==> config.mk <==
export PLATFORM = sky130hd
export DESIGN_NAME = multiplicador_seq_4bits_flat
export DESIGN_NICKNAME = d
export VERILOG_FILES = /design/src/rtl/mult_seq_pkg.sv /design/src/rtl/multiplicador_seq_4bits_if.sv /design/src/rtl/somador_4bits.sv /design/src/rtl/multiplicador_seq_4bits.sv /design/src/flat_wrapper.sv
export SDC_FILE = /design/constraint.sdc
export NUM_CORES = 1
export LEC_CHECK = 0
export BUFFER_PORTS_ARGS = -buffer_cell sky130_fd_sc_hd__buf_4
export CAP_MARGIN = 15
export CORE_MARGIN = 2
export CORE_UTILIZATION = 50
export DETAILED_ROUTE_END_ITERATION = 16
export GPL_TIMING_DRIVEN = 1
export HOLD_SLACK_MARGIN = 0.06
export PLACE_DENSITY = 0.72
export RECOVER_POWER = 100
export SLEW_MARGIN = 30
export SYNTH_ARGS = -nofsm -noshare
export SYNTH_HDL_FRONTEND = slang
export SYNTH_SLANG_ARGS = --single-unit
export TNS_END_PERCENT = 30
==> constraint.sdc <==
create_clock -name clk -period 2.6 [get_ports clk]
set_clock_uncertainty 0.2 [all_clocks]
set_input_delay 0.13 -clock clk [delete_from_list [all_inputs] [get_ports clk]]
set_output_delay 0.13 -clock clk [all_outputs]
set_load 0.03 [all_outputs]
==> src/rtl/mult_seq_pkg.sv <==
// Shared definitions for the sequential 4x4 shift-and-add multiplier:
// operand width, iteration count, counter width and FSM state encoding.
package mult_seq_pkg;

  localparam int N_BITS = 4;
  localparam int N_ITER = 4;
  localparam int CNT_W  = 3;

  typedef logic [1:0] state_t;

  localparam state_t S_IDLE = 2'd0;
  localparam state_t S_CALC = 2'd1;
  localparam state_t S_DONE = 2'd2;

endpackage

==> src/rtl/multiplicador_seq_4bits_if.sv <==
// Start/busy/done handshake bundle between the ALU decoder (master)
// and the sequential multiplier (slave).
interface multiplicador_seq_4bits_if
  import mult_seq_pkg::*;
  ();

  logic                  start;
  logic [N_BITS-1:0]     a;
  logic [N_BITS-1:0]     b;
  logic                  busy;
  logic                  done;
  logic [2*N_BITS-1:0]   p;

  modport master (
    output start, a, b,
    input  busy, done, p
  );

  modport slave (
    input  start, a, b,
    output busy, done, p
  );

endinterface

==> src/rtl/somador_4bits.sv <==
// 4-bit unsigned ripple adder with carry in/out, shared by the
// multiplier across all of its iterations.
module somador_4bits
  import mult_seq_pkg::*;
  (
  input  logic [N_BITS-1:0] a,
  input  logic [N_BITS-1:0] b,
  input  logic              cin,
  output logic [N_BITS-1:0] s,
  output logic              cout
);

  assign {cout, s} = {1'b0, a} + {1'b0, b} + {{N_BITS{1'b0}}, cin};

endmodule

==> src/rtl/multiplicador_seq_4bits.sv <==
// Sequential 4x4 unsigned shift-and-add multiplier controller.
// One somador_4bits is reused for four iterations; the product {ACC,Q}
// is published on the one-cycle done pulse and held until the next start.
// Optional build macro MULT_SEQ_ZERO_SKIP_EN: a zero operand jumps
// straight from IDLE to DONE with p=0 (latency 1).
// The adder carry lands directly in ACC[3] through the shift, so no
// separate carry flop is kept: it would always read back as zero.
module multiplicador_seq_4bits
  import mult_seq_pkg::*;
  (
  input  logic                      clk,
  input  logic                      rst_n,
  multiplicador_seq_4bits_if.slave  bus
);

  state_t            state;
  state_t            state_nxt;
  logic [N_BITS-1:0] m;
  logic [N_BITS-1:0] acc;
  logic [N_BITS-1:0] q;
  logic [CNT_W-1:0]  cnt;
  logic [2*N_BITS-1:0] p_r;
  logic              busy_r;
  logic              done_r;

  logic [N_BITS-1:0] add_b;
  logic [N_BITS-1:0] sum;
  logic              cout;
  logic              last_iter;

  assign add_b     = q[0] ? m : '0;
  assign last_iter = (cnt == CNT_W'(N_ITER - 1));

  somador_4bits u_somador (
    .a    (acc),
    .b    (add_b),
    .cin  (1'b0),
    .s    (sum),
    .cout (cout)
  );

`ifdef MULT_SEQ_ZERO_SKIP_EN
  logic zero_op;
  assign zero_op = (bus.a == '0) || (bus.b == '0);
`endif

  // Next-state decode; start is only honoured in IDLE
  always_comb begin
    state_nxt = state;
    case (state)
      S_IDLE: begin
        if (bus.start) begin
`ifdef MULT_SEQ_ZERO_SKIP_EN
          state_nxt = zero_op ? S_DONE : S_CALC;
`else
          state_nxt = S_CALC;
`endif
        end
      end
      S_CALC:  if (last_iter) state_nxt = S_DONE;
      S_DONE:  state_nxt = S_IDLE;
      default: state_nxt = S_IDLE;
    endcase
  end

  // State plus busy/done flops, loaded from the next state so both are glitch-free
  always_ff @(posedge clk or negedge rst_n) begin
    if (!rst_n) begin
      state  <= S_IDLE;
      busy_r <= 1'b0;
      done_r <= 1'b0;
    end else begin
      state  <= state_nxt;
      busy_r <= (state_nxt != S_IDLE);
      done_r <= (state_nxt == S_DONE);
    end
  end

  // Operand capture, shift-and-add iteration and product publish
  always_ff @(posedge clk or negedge rst_n) begin
    if (!rst_n) begin
      m   <= '0;
      acc <= '0;
      q   <= '0;
      cnt <= '0;
      p_r <= '0;
    end else begin
      case (state)
        S_IDLE: begin
          if (bus.start) begin
            m   <= bus.a;
            q   <= bus.b;
            acc <= '0;
            cnt <= '0;
            p_r <= '0;
          end
        end
        S_CALC: begin
          {acc, q} <= {cout, sum, q[N_BITS-1:1]};
          cnt      <= cnt + 1'b1;
          if (last_iter) p_r <= {cout, sum, q[N_BITS-1:1]};
        end
        default: ;
      endcase
    end
  end

  assign bus.busy = busy_r;
  assign bus.done = done_r;
  assign bus.p    = p_r;

endmodule

==> src/flat_wrapper.sv <==
// flat-port wrapper written by rule: the top's interface ports become plain ports
module multiplicador_seq_4bits_flat import mult_seq_pkg::*;
  (clk, rst_n, bus_start, bus_a, bus_b, bus_busy, bus_done, bus_p);
  multiplicador_seq_4bits_if bus_i ();
  input  logic clk;
  input  logic rst_n;
  input wire logic [$bits(bus_i.start)-1:0] bus_start;
  input wire logic [$bits(bus_i.a)-1:0] bus_a;
  input wire logic [$bits(bus_i.b)-1:0] bus_b;
  output wire logic [$bits(bus_i.busy)-1:0] bus_busy;
  output wire logic [$bits(bus_i.done)-1:0] bus_done;
  output wire logic [$bits(bus_i.p)-1:0] bus_p;
  assign bus_i.start = bus_start;
  assign bus_i.a = bus_a;
  assign bus_i.b = bus_b;
  assign bus_busy = bus_i.busy;
  assign bus_done = bus_i.done;
  assign bus_p = bus_i.p;
  multiplicador_seq_4bits u_core (.clk(clk), .rst_n(rst_n), .bus(bus_i));
endmodule
==> reports/results.txt, run 1 <==
The run gives 0.000739 µW as the static leakage. TritonCTS built the clock tree. The sequential fraction of the synthesis area was 0.495; the normalized max-slew margin was 0.0564. The number of nets handed over by synthesis was 134. Data on the critical path is required at its endpoint by 2.68 ns. Unique cell type count in the Yosys netlist: 33.

Worst reg2reg path endpoint: u_core.bus.p[7]. The die boundary height is 56.2 µm. The most frequent standard cell in the layout excluding fill and tap cells was sky130_fd_sc_hd__dfrtp_1.

The number of setup buffers added after CTS is 0. The initial antenna violation count was 0. The startpoint identified for the worst register-to-register timing path is u_core.q[0]. The first global-routing pass estimated 4510 µm of wire.

The fraction of layout cells with a size suffix above 1 was 0.137; the number of setup violations in the final report was 0. The mapped netlist covers 1360 µm². Critical path startpoint category: a register.

No sink is reached through more buffers than the 2 on the longest clock path. The tools report the antenna diode count as 0. VDD sags by at most 771 µV.

Ranked by total cell area, the synthesized netlist is headed by sky130_fd_sc_hd__dfrtp_1 50%, sky130_fd_sc_hd__ha_1 5.5%, sky130_fd_sc_hd__o21ai_0 4.8%, sky130_fd_sc_hd__mux2_4 4.4%, sky130_fd_sc_hd__buf_6 3.3%. The detailed-placement wirelength estimate came out at 1810 µm. Setup repair after global routing left no endpoint under its margin. The worst slack at placement was 0.582 ns; the detailed-route via count was 943. The tools report the critical path capture point as u_core.bus.p[7].

The worst path setup slack after routing was 0.512 ns; the async set-or-reset flop fraction in the synthesized netlist was 1.00. For this run the aggregate overflow at the end of global routing stands at 0. Critical-path maximum fanout: 6. Number of resized instances in the post-cts repair step: 0. The portion of the clock cycle consumed by the worst path in the final layout came out at 0.803.

The smallest clock period supported by the final layout is computed as 2.09 ns. The logs give 2530 µm for the detailed-route wire length and 116 for the synthesized netlist cell count. Yosys mapped a number of flops with a built-in enable equal to 0. The area growth from synthesis to layout is 14.9%.

For the die footprint, the log shows 3160 µm². The tools report the effective utilization at floorplan as 0.541. The number of max-cap violations came out at 0. The dominant synthesized flop cell is sky130_fd_sc_hd__dfrtp_1.

The count of pins over their slew limit came out at 0. Measured in cells, the most critical reg-to-reg path has a length of 7. The x dimension of the die is 56.2 µm.

The number of global-route vias before repair is 969. The tools report the endpoint type of the worst setup path as a register. Power spread over the standard cell area amounts to 1050 nW/µm².

The run gives 0 as the hold violation total from the final report. Dividing the detail-routed via count by the number of cells gives 5.36. The cell taking the most area after synthesis was sky130_fd_sc_hd__dfrtp_1.

The pre-antenna-repair detailed-routing pass consisted of 6 iterations. The run gives 1 as the maximum level of the CTS H-tree. The tightest min-delay check is of the reg -> reg type.

The tools report the root buffer cell as sky130_fd_sc_hd__clkbuf_4. The TritonCTS sink count is 27. Buffers placed on the I/O ports in this run total 20.

In this run, the number of DRC markers left after iteration 0 of detailed routing was 15. Total of hold buffers inserted after clock tree synthesis: 11. The top-area cell type share of the netlist area is 0.495.

Counting the buffers created by CTS gives 3. At the end of routability-driven placement, the weighted congestion stood at 0.799. At the later pin of the worst-skew pair, clock insertion delay measures 0.32 ns. Setup total negative slack on the finished layout was measured at 0 ns. A synthesized cell averages 11.8 µm². The core region is 2520 µm². 21 I/O pins were placed. The maximum clock frequency is 479 MHz. The detailed-route wire length per cell works out to 14.4 µm. The clock transition at the register clock pins on the worst setup and hold paths after CTS works out to 0.14 ns. The fill cell instance count of the final layout is 223.

The tools report the number of nets in the final layout as 165. The flow ran to the end, and the final reports show no timing, DRC or antenna violations. For this run, the number of Yosys warnings is 0.

Entering global routing, the biggest net connects 28 pins. The register-to-register setup slack came out at 0.51 ns. The overall global routing resource usage was 0.183. Row generation in the floorplan step produced 18 rows.

The tools report the antenna violation net count after detailed routing as 0. The critical path in this run is classified as reg -> reg. The synthesized design contains 27 register bits. In this run the worst setup path begins at u_core.q[0]. The library cells used most frequently in the layout, excluding fill and tap cells, are 27 x sky130_fd_sc_hd__dfrtp_1, 13 x sky130_fd_sc_hd__o21ai_0, 12 x sky130_fd_sc_hd__clkbuf_1. For the pin with the worst max-slew slack, the measured transition is 1.42 ns.

The total design power is 1640 µW. The arrival time of data at the critical path endpoint came out at 2.16 ns. The remaining design rule violation count is 0.
[synthesized netlist by cell type, types with 2 or more instances]
| cell | count |
|---|---|
| sky130_fd_sc_hd__nor2b_4 | 2 |
| sky130_fd_sc_hd__mux2_1 | 2 |
| sky130_fd_sc_hd__dfrtp_1 | 27 |
| sky130_fd_sc_hd__nor2_1 | 2 |
| sky130_fd_sc_hd__o31ai_1 | 6 |
| sky130_fd_sc_hd__inv_1 | 7 |
| sky130_fd_sc_hd__ha_1 | 6 |
| sky130_fd_sc_hd__buf_6 | 4 |
| sky130_fd_sc_hd__nand2b_1 | 2 |
| sky130_fd_sc_hd__nand2_1 | 8 |
| sky130_fd_sc_hd__a21oi_1 | 6 |
| sky130_fd_sc_hd__a22oi_1 | 3 |
| sky130_fd_sc_hd__and2b_1 | 3 |
| sky130_fd_sc_hd__mux2_4 | 4 |
| sky130_fd_sc_hd__and3b_1 | 2 |
| sky130_fd_sc_hd__and2_1 | 3 |
| sky130_fd_sc_hd__o21ai_0 | 13 |
[report_power, final]
| group | internal, µW | total [µW] | switching (µW) |
|---|---|---|---|
| Combinational | 295 | 737 | 442 |
| Sequential | 586 | 725 | 139 |
| Clock | 60.2 | 182 | 122 |
[layer usage]
layer  up-vias  part of all wire  track usage
met4         0            0.0075       0.0408
met2        20              0.45        0.291
met3         3             0.042       0.0302
met1       454              0.50        0.264
li1        466                 -            -
met5         -                 0            0
[kinds of logic (layout without fill, tap and decap cells)]
logic type      Yosys count  after routing  share of synthesized area
mux                       7              7                     0.0771
simple gates             28             28                      0.141
fa+ha+maj                 7              7                     0.0697
compound gates           35             35                      0.161
flops                    27             27                      0.495
buf+inv                  12             42                     0.0550
[state kept, by name (all words and copies together), names as in the netlist]
register and cells:
u_core.bus.p 8, u_core.acc 4, u_core.m 4, u_core.q 4, u_core.cnt 3, u_core.state 2, u_core.bus.busy 1, u_core.bus.done 1
[worst min-delay path by stage]
stage                     slack, ns              end  cells past startpoint            start
after floorplan               -0.37    u_core.acc[0]                      0            rst_n
after global placement        -0.14      u_core.q[1]                      1            rst_n
after detailed placement      -0.14      u_core.q[1]                      1            rst_n
after CTS                      0.07      u_core.m[0]                      3            rst_n
after global routing           0.34  u_core.bus.p[7]                      1  u_core.bus.p[7]
final                          0.30  u_core.bus.p[3]                      1  u_core.bus.p[3]
[final cells by class]
type                    count  area, µm²  area share
clock buffers               4       26.3      0.0168
repair buffers             31        216       0.138
well taps                  30       37.5      0.0240
flip-flops and latches     27        676       0.431
inverters                   7       26.3      0.0168
multi-input cells          77        584       0.373
[per-stage QoR]
stage / area [µm²] / util / cells / hold WS (ns)
floorplan: 1360 / - / 116 / -0.366
global placement: 1500 / 0.596 / 161 / -0.143
detailed placement: 1500 / 0.596 / 161 / -0.138
CTS: 1650 / 0.654 / 176 / 0.0676
global route: 1570 / 0.621 / 176 / 0.340
finish: 1570 / 0.621 / 176 / 0.303
[critical path, stage by stage, from the launching register on]
cell	delay, ns
sky130_fd_sc_hd__dfrtp_1	0.44
sky130_fd_sc_hd__and2_0	0.16
sky130_fd_sc_hd__ha_1	0.18
sky130_fd_sc_hd__inv_1	0.06
sky130_fd_sc_hd__fa_1	0.38
sky130_fd_sc_hd__nand2b_1	0.19
sky130_fd_sc_hd__a211oi_1	0.27
sky130_fd_sc_hd__mux2_1	0.18
(Power assumes the default switching activity.)
==> inputs of run 2 (changes only) <==
--- a/config.mk
+++ b/config.mk
@@ -5,6 +5,7 @@
 export SDC_FILE = /design/constraint.sdc
 export NUM_CORES = 1
 export LEC_CHECK = 0
+export ABC_AREA = 1
 export BUFFER_PORTS_ARGS = -buffer_cell sky130_fd_sc_hd__buf_4
 export CAP_MARGIN = 15
 export CORE_MARGIN = 2
==> constraint.sdc (replaced) <==
create_clock -name clk -period 2.05 [get_ports clk]
set_clock_uncertainty 0.2 [all_clocks]
set_input_delay 0.1025 -clock clk [delete_from_list [all_inputs] [get_ports clk]]
set_output_delay 0.1025 -clock clk [all_outputs]
set_load 0.03 [all_outputs]
==> run 2 against run 1 <==
Against the previous run:
- combinational power rose by 24%
- register-to-register slack got worse by 0.44 ns
- setup slack got worse by 0.44 ns
- critical endpoint is now u_core.q[3]
==> reports/results.txt, run 2 <==
The run finished with clean final reports. Number of flip-flops under the largest register name: 8 (unchanged). After synthesis, the largest family of logic cells by area is simple AND/OR/NAND/NOR gates. Leaving out fill and tap cells, the most frequent cell in the layout is sky130_fd_sc_hd__nand2_1. The overall global routing resource usage came out at 0.214 (+0.0310). The slowest library cell on the worst path is sky130_fd_sc_hd__dlygate4sd3_1. The antenna diode count came out at 0 (unchanged). In this run the critical register-to-register path is launched from u_core.state[1].

The number of buffer and inverter instances along the worst setup path works out to 2 (+1). The tools report the root buffer cell as sky130_fd_sc_hd__clkbuf_4. The tools report the fill cell instance count of the final layout as 193 (-13%). For the synthesized cell area, the log shows 1200 µm² (-12%).

The detailed-placement wirelength estimate is 1730 µm (-4.2%), and the async set-or-reset flop fraction in the synthesized netlist is 1.00 (unchanged). From synthesis to final layout, the design area changed by 27.3%. The tools report the required time at the endpoint of the critical path as 2.12 ns (-0.56 ns). The unique cell type count in the Yosys netlist is 20 (-39%), and the synthesis-stage register bit count is 27 (unchanged).

TritonCTS built the clock tree. The maximum clock frequency is 506 MHz (+5.7%), and the synthesized netlist net count is 150 (+12%). The number of max-cap violations was 0 (unchanged). The logs give 1380 µm² (-8.4%) for the cell area after placement and 1008 (+4.0%) for the number of global-route vias before repair. The critical-path maximum fanout is 7 (+1), and the normalized max-slew margin is 0.568 (+0.511). Dominant synthesized flop cell: sky130_fd_sc_hd__dfrtp_1. Setup repair after global routing could not meet its margin everywhere. The fraction of layout cells with a size suffix above 1 came out at 0.110 (-0.0265).

The total number of placement rows was 17 (-1). The hold violation total from the final report was 0 (unchanged). The logs give 191 (+16%) for the number of nets in the final layout and 4320 µm (-4.3%) for the global-route wire length before repair. The arrival time of data at the critical path endpoint is 2.04 ns (-0.12 ns). STA classifies the critical path startpoint as a register. The slew at the pin closest to its max-slew limit is 0.649 ns (-0.767 ns), and the number of iterations in the first detailed-routing pass is 4 (-2).

The tools report the number of buffers on the longest clock path as 2 (unchanged). Yosys instantiated no cell more often than sky130_fd_sc_hd__nand2_1. The x dimension of the die is 53.0 µm (-5.8%), and the area used by sequential logic in the layout is 676 µm² (unchanged).

The core outline area was 2230 µm² (-11%); the later-pin clock latency in the skew report was 0.32 ns (about the same). The detailed-route via count is 1015 (+7.6%). The run gives 0 (unchanged) as the number of warning messages in the yosys log.

The worst voltage drop across the vdd grid was 848 µV (+10%); the portion of the clock cycle consumed by the worst path in the final layout was 0.963 (+0.160). The highest cell delay on the worst timing path came out at 0.59 ns (+0.15 ns). Mean area per synthesized cell: 9.09 µm² (-23%). The final critical path time including I/O delays and setup works out to 1.97 ns (-0.113 ns). The top-area cell type share of the netlist area came out at 0.563 (+0.0677).

The logs give 0.000811 µW (+9.7%) for the static leakage and 3 (unchanged) for the clock buffer count from CTS. The fraction of the mapped netlist area in simple logic gates is 0.209 (+0.0673). The share of synthesized cell area in full adder, half adder and majority cells was 0.0792 (+0.00952); the final-layout worst hold slack was 0.294 ns (-0.00830 ns). For the remaining design rule violation count, the log shows 0 (unchanged). The iteration-0 DRC count of the detailed router came out at 13 (-2).

Number of resized instances in the post-cts repair step: 0 (unchanged). The library cells used most frequently in the layout, excluding fill and tap cells, are 48 x sky130_fd_sc_hd__nand2_1, 27 x sky130_fd_sc_hd__dfrtp_1, 16 x sky130_fd_sc_hd__dlygate4sd3_1. The XOR/XNOR share of the synthesized area is 0 (unchanged). The number of cells in the finished layout apart from fillers came out at 200 (+14%). Die boundary height: 53.0 µm (-5.8%). The synthesized netlist cell count was 132 (+14%); the count of pins over their slew limit was 0 (unchanged).

Effective utilization at floorplan: 0.537 (-0.00342). Finished layout cell area: 1530 µm² (-2.5%). In this run the worst hold path is classified as reg -> reg. For the final weighted congestion of routability-driven global placement, the log shows 0.867 (+8.5%). Maximum level of the CTS H-tree: 1 (unchanged). The number of synthesized flops with an enable pin works out to 0 (unchanged).

The sequential fraction of the synthesis area was 0.563 (+0.0677). By area the synthesized netlist is led by sky130_fd_sc_hd__dfrtp_1 56%, sky130_fd_sc_hd__nand2_1 15%, sky130_fd_sc_hd__ha_1 6.3%, sky130_fd_sc_hd__inv_1 3.4%, sky130_fd_sc_hd__nand3_1 3.3%. The number of buffers added on ports is 20 (unchanged), and the post-detailed-route via-to-cell ratio is 5.08 (-5.3%).

The tools report the startpoint of the tightest hold check path as u_core.bus.p[6]. The number of setup violations in the final report is 0 (unchanged), and the TritonCTS sink count is 27 (unchanged). The mux share of post-synthesis cell area was 0 (-0.0771). The detailed-route wire length per cell was 12.7 µm (-12%); the combined area of the multi-input logic cells was 449 µm² (-23%). The antenna violation net count after detailed routing came out at 0 (unchanged). By count the netlist is led by 47 x sky130_fd_sc_hd__nand2_1, 27 x sky130_fd_sc_hd__dfrtp_1, 11 x sky130_fd_sc_hd__inv_1, 8 x sky130_fd_sc_hd__nand3_1. The number of placed instances, taps included came out at 179 (+11%). The initial antenna violation count came out at 0 (unchanged).

For the die footprint, the log shows 2810 µm² (-11%). The signal on the critical path passes through inv_2 -> nand2_1 -> nand2_2 -> nor2_1 -> a31oi_1 -> dlygate4sd3_1. The tools report the number of placed I/O pins as 21 (unchanged). The critical path in this run is classified as reg -> reg. The synthesized-area fraction occupied by ao, oa, aoi and oai cells works out to 0.0886 (-0.0728).

STA classifies the critical path endpoint as a register. The biggest area contributor in the post-synthesis netlist is sky130_fd_sc_hd__dfrtp_1. The total congestion overflow after global routing was 0 (unchanged); the pin count of the biggest net entering global routing was 28 (unchanged). The clock transition at the register clock pins on the worst setup and hold paths after CTS is 0.14 ns (about the same), and the total power divided by cell area is 1310 nW/µm² (+25%).

Kind of cell with the highest combined delay on the critical path: buffers and inverters. The start point of the critical path is u_core.state[1]. The detailed-route wire length is 2530 µm (-0.12%), and the final core utilization is 0.684 (+0.0630).
## run 2: worst paths after layout
path	to	slack (ns)	cells past startpoint
worst max-delay path	u_core.q[3]	0.08	6
worst min-delay path	u_core.bus.p[6]	0.29	2
worst max register to register	u_core.q[3]	0.08	6
worst min register to register	u_core.bus.p[6]	0.29	2
max in group asynchronous	u_core.state[0]	0.48	4
min in group asynchronous	u_core.bus.p[5]	0.76	4
## run 2: repair_timing
item                                    CTS  global route
setup buffers                             0             0
hold buffers                             17             0
hold endpoints to repair                 40             0
endpoints found under the setup margin    0             1
## run 2: area by class of cell
type / count / share of cell area
inverter: 15 / 0.0369
sequential: 27 / 0.442
timing repair buffer: 38 / 0.187
multi-input combinational: 88 / 0.294
tap: 28 / 0.0229
clock buffer: 4 / 0.0172
## run 2: report_power, final
part / internal (µW) / switching (µW)
logic: 314 / 603
clock network: 76.2 / 152
registers: 737 / 119
total: 1130 / 873
## run 2: layer usage
layer  wire, µm  vias up  GRT usage
li1           -      502          -
met1       1110      484      0.262
met2       1290       25      0.381
met3         94        4     0.0254
met4         31        0     0.0855
met5          0        -          0
## run 2: tightest hold or removal path, cell delays in order (launching register included)
cell and delay (ns):
sky130_fd_sc_hd__dfrtp_1 0.37, sky130_fd_sc_hd__nand2_1 0.06, sky130_fd_sc_hd__nand2_1 0.05
## run 2: through the flow
stage	total power, µW	TNS (ns)	setup WS, ns
finish	2000	0	0.0753
global route	2170	-0.0190	-0.0190
CTS	2060	0	0.162
detailed placement	1770	0	0.233
global placement	1730	0	0.312
floorplan	1490	0	0.375
## run 2: logic make-up after synthesis
logic type | count (synthesis)
AO/OA/AOI/OAI | 19
adder cells (fa/ha/maj) | 7
AND/OR/NAND/NOR | 62
flip-flops | 27
buffers and inverters | 17
==> inputs of run 3 (changes only) <==
--- a/config.mk
+++ b/config.mk
@@ -18,5 +18,6 @@
 export SLEW_MARGIN = 30
 export SYNTH_ARGS = -nofsm -noshare
 export SYNTH_HDL_FRONTEND = slang
+export SYNTH_HIERARCHICAL = 1
 export SYNTH_SLANG_ARGS = --single-unit
 export TNS_END_PERCENT = 30
==> run 3 against run 2 <==
Against the previous run:
- critical path depth up 2
- register-to-register slack about the same
- sequential power up 5.5%
- worst hold slack worse by 0.0096 ns
- utilization down 5.9 points
- sequential share of layout area down 4.0 points
- global-route usage down 0.14 points
- clock power about the same
- cell count up 12%
- critical path type unchanged
- critical endpoint is now u_core/bus.p[7]
- largest cell class unchanged
==> reports/results.txt, run 3 <==
The run gives 676 µm² (unchanged) as the area used by sequential logic in the layout. TritonCTS built the clock tree. The run gives 508 MHz (+0.27%) as the maximum clock frequency.

The worst hold path belongs to the class reg -> reg. Leaving out fill and tap cells, the most frequent cells in the layout are 44 x sky130_fd_sc_hd__nand2_1, 33 x sky130_fd_sc_hd__nand3_1, 27 x sky130_fd_sc_hd__dfrtp_1. Top-area cell type share of the netlist area: 0.489 (-0.0744).

The antenna diode count was 0 (unchanged). The cell taking the most area after synthesis was sky130_fd_sc_hd__dfrtp_1. The tools report the fill cell instance count of the final layout as 243 (+26%). The most frequent standard cell in the layout excluding fill and tap cells was sky130_fd_sc_hd__nand2_1. The number of buffer and inverter instances along the worst setup path is 2 (unchanged). The tools report the TritonCTS sink count as 27 (unchanged). The number of iterations in the first detailed-routing pass came out at 4 (unchanged). The post-detailed-route via-to-cell ratio was 5.31 (+4.6%). The detailed-route wire length per cell is 13.6 µm (+7.7%), and the slew at the pin closest to its max-slew limit is 0.652 ns (+0.00344 ns).

The clock transition at the register clock pins on the worst setup and hold paths after CTS was 0.14 ns (about the same); the pin count of the biggest net entering global routing was 28 (unchanged). Number of synthesized flops with an enable pin: 0 (unchanged). The run gives 155 (+17%) as the synthesized netlist cell count. For the synthesized netlist net count, the log shows 173 (+15%).

The combined area of the multi-input logic cells came out at 564 µm² (+26%). The worst voltage drop across the vdd grid was 846 µV (-0.30%). Cell count of the worst reg-to-reg path: 8 (+2). Worst path setup slack after routing: 0.0806 ns (+0.00529 ns). The portion of the clock cycle consumed by the worst path in the final layout is 0.961 (-0.00258).

The run gives 212 (+11%) as the number of nets in the final layout. The number of flip-flops under the largest register name is 8 (unchanged), and the static leakage is 0.000882 µW (+8.7%). The later-pin clock latency in the skew report is 0.32 ns (about the same). The effective utilization at floorplan is 0.515 (-0.0226). The overall global routing resource usage came out at 0.213 (-0.00138). In this run the most critical hold path is launched from u_core/cnt[0]. STA classifies the critical path startpoint as a register. For the total congestion overflow after global routing, the log shows 0 (unchanged). Detailed-route wire length: 3050 µm (+21%). The x dimension of the die was 56.6 µm (+6.8%). Final weighted congestion of routability-driven global placement: 0.936 (+7.9%). In the post-synthesis netlist, the cell with the most instances is sky130_fd_sc_hd__nand2_1.

The destination of the worst hold path is u_core/cnt[0]. For this run, the leading register cell type out of synthesis is sky130_fd_sc_hd__dfrtp_1. The logs give 2170 µW (+8.7%) for the total design power and 5270 µm (+22%) for the global-route wire length before repair. The cell depth of the worst hold path is 1 (-1). The mean area per synthesized cell is 8.92 µm² (-1.9%), and the number of max-cap violations is 0 (unchanged). The commonest cells after synthesis are 44 x sky130_fd_sc_hd__nand2_1, 32 x sky130_fd_sc_hd__nand3_1, 27 x sky130_fd_sc_hd__dfrtp_1, 14 x sky130_fd_sc_hd__inv_1, 8 x sky130_fd_sc_hd__nand4_1.

The run gives 1170 (+16%) as the number of global-route vias before repair. The signal on the critical path passes through nand2_1 -> inv_1 -> fa_2 -> inv_1 -> fa_1 -> o21ai_1 -> nand4_1 -> nand2_1. The register-to-register setup slack came out at 0.08 ns (about the same).

Initial antenna violation count: 0 (unchanged). The tree is rooted in a sky130_fd_sc_hd__clkbuf_4. The startpoint-to-endpoint class of the critical path is reg -> reg. The final critical path time including I/O delays and setup works out to 1.97 ns (-0.00529 ns).

By area the synthesized netlist is led by sky130_fd_sc_hd__dfrtp_1 49%, sky130_fd_sc_hd__nand2_1 12%, sky130_fd_sc_hd__nand3_1 12%, sky130_fd_sc_hd__ha_1 4.5%, sky130_fd_sc_hd__inv_1 3.8%. The worst register-to-register path ends at u_core/bus.p[7]. The run gives 19 (+2) as the total number of placement rows.

The worst slack at placement came out at 0.0847 ns (-0.149 ns). The detailed-placement wirelength estimate was 1930 µm (+12%); the synthesized cell area was 1380 µm² (+15%). The sum of negative setup slack was 0 ns (unchanged); the area growth from synthesis to layout was 21.4%.

The largest individual stage delay along the critical path comes from the cell sky130_fd_sc_hd__dfrtp_1. Core outline area: 2690 µm² (+20%). Sequential fraction of the synthesis area: 0.489 (-0.0744).

The number of buffers added on ports was 20 (unchanged); the number of setup violations in the final report was 0 (unchanged). The maximum level of the CTS H-tree came out at 1 (unchanged). For the iteration-0 DRC count of the detailed router, the log shows 49 (+36).

The worst register-to-register path begins at u_core/q[0]. On the critical path the largest part of the delay comes from adder cells. The remaining design rule violation count was 0 (unchanged). The tools report the detailed-route via count as 1189 (+17%). Hold violation total from the final report: 0 (unchanged).

STA classifies the critical path endpoint as a register. Async set-or-reset flop fraction in the synthesized netlist: 1.00 (unchanged). Required time at the endpoint of the critical path: 2.12 ns (about the same). Fraction of layout cells with a size suffix above 1: 0.109 (-0.00166).

Die footprint: 3200 µm² (+14%). For the clock buffer count from CTS, the log shows 3 (unchanged). The run finished with clean final reports. The highest cell delay on the worst timing path is 0.42 ns (-0.17 ns), and the critical-path maximum fanout is 4 (-3).

The number of placed I/O pins is 21 (unchanged), and the number of buffers on the longest clock path is 2 (unchanged). For the antenna violation net count after detailed routing, the log shows 0 (unchanged). The arrival time of data at the critical path endpoint is 2.04 ns (about the same), and the synthesis-stage register bit count is 27 (unchanged). The normalized max-slew margin is 0.565 (-0.00229), and the total power divided by cell area is 1300 nW/µm² (-1.0%). Die boundary height: 56.6 µm (+6.8%).

For the number of warning messages in the yosys log, the log shows 6 (+6). The unique cell type count in the Yosys netlist is 21 (+5.0%). For the count of pins over their slew limit, the log shows 0 (unchanged).
## run 3: changes by cell type after synthesis, moves of 3 or more
cell	delta
sky130_fd_sc_hd__o21ai_0	-4
sky130_fd_sc_hd__nand2_1	-3
sky130_fd_sc_hd__o21ai_1	-3
sky130_fd_sc_hd__inv_1	+3
sky130_fd_sc_hd__nand3_1	+24
sky130_fd_sc_hd__nand4_1	+7
## run 3: how the worst max path moves through the flow
stage | start | to | cells past startpoint
after floorplan | u_core/q[0] | u_core/bus.p[4] | 8
after global placement | u_core/q[0] | u_core/bus.p[4] | 8
after detailed placement | u_core/q[0] | u_core/bus.p[4] | 8
after CTS | u_core/q[0] | u_core/bus.p[4] | 8
after global routing | u_core/q[0] | u_core/bus.p[7] | 8
final | u_core/q[0] | u_core/bus.p[7] | 8
## run 3: kinds of logic after synthesis
group | synth area share
flip-flops | 0.489
AND/OR/NAND/NOR | 0.314
other | 0.00271
XOR/XNOR | 0.00634
buffers and inverters | 0.0923
AO/OA/AOI/OAI | 0.0217
adder cells (fa/ha/maj) | 0.0742
## run 3: routing by layer
layer | track usage | vias to the layer above | share of wire
li1 | - | 581 | -
met1 | 0.293 | 570 | 0.42
met2 | 0.336 | 34 | 0.52
met3 | 0.0346 | 4 | 0.046
met5 | 0 | - | 0
met4 | 0.0850 | 0 | 0.014
## run 3: final cells by class
type,instances,area share
Sequential cell,27,0.403
Multi-Input combinational cell,105,0.336
Tap cell,31,0.0231
Timing Repair Buffer,41,0.186
Inverter,16,0.0358
Clock buffer,4,0.0157
## run 3: timing repair
action | in CTS | in global routing
setup endpoints to repair | 0 | 3
resized for setup | 0 | 1
hold endpoints to repair | 44 | 0
hold buffers | 19 | 0
buffers inserted | 0 | 1
## run 3: through the flow
stage	std cells	cell area [µm²]	hold WS, ns	util
floorplan	155	1380	-0.393	-
global placement	200	1510	-0.170	0.563
global route	224	1680	0.323	0.625
finish	224	1680	0.285	0.625
CTS	223	1740	0.290	0.647
detailed placement	200	1510	-0.166	0.563
## run 3: where the power goes
group	switching [µW]	leakage (µW)	internal [µW]	total (µW)
clock	151	0.0000150	76.2	227
sequential	164	0.000349	738	903
combinational	689	0.000518	356	1040
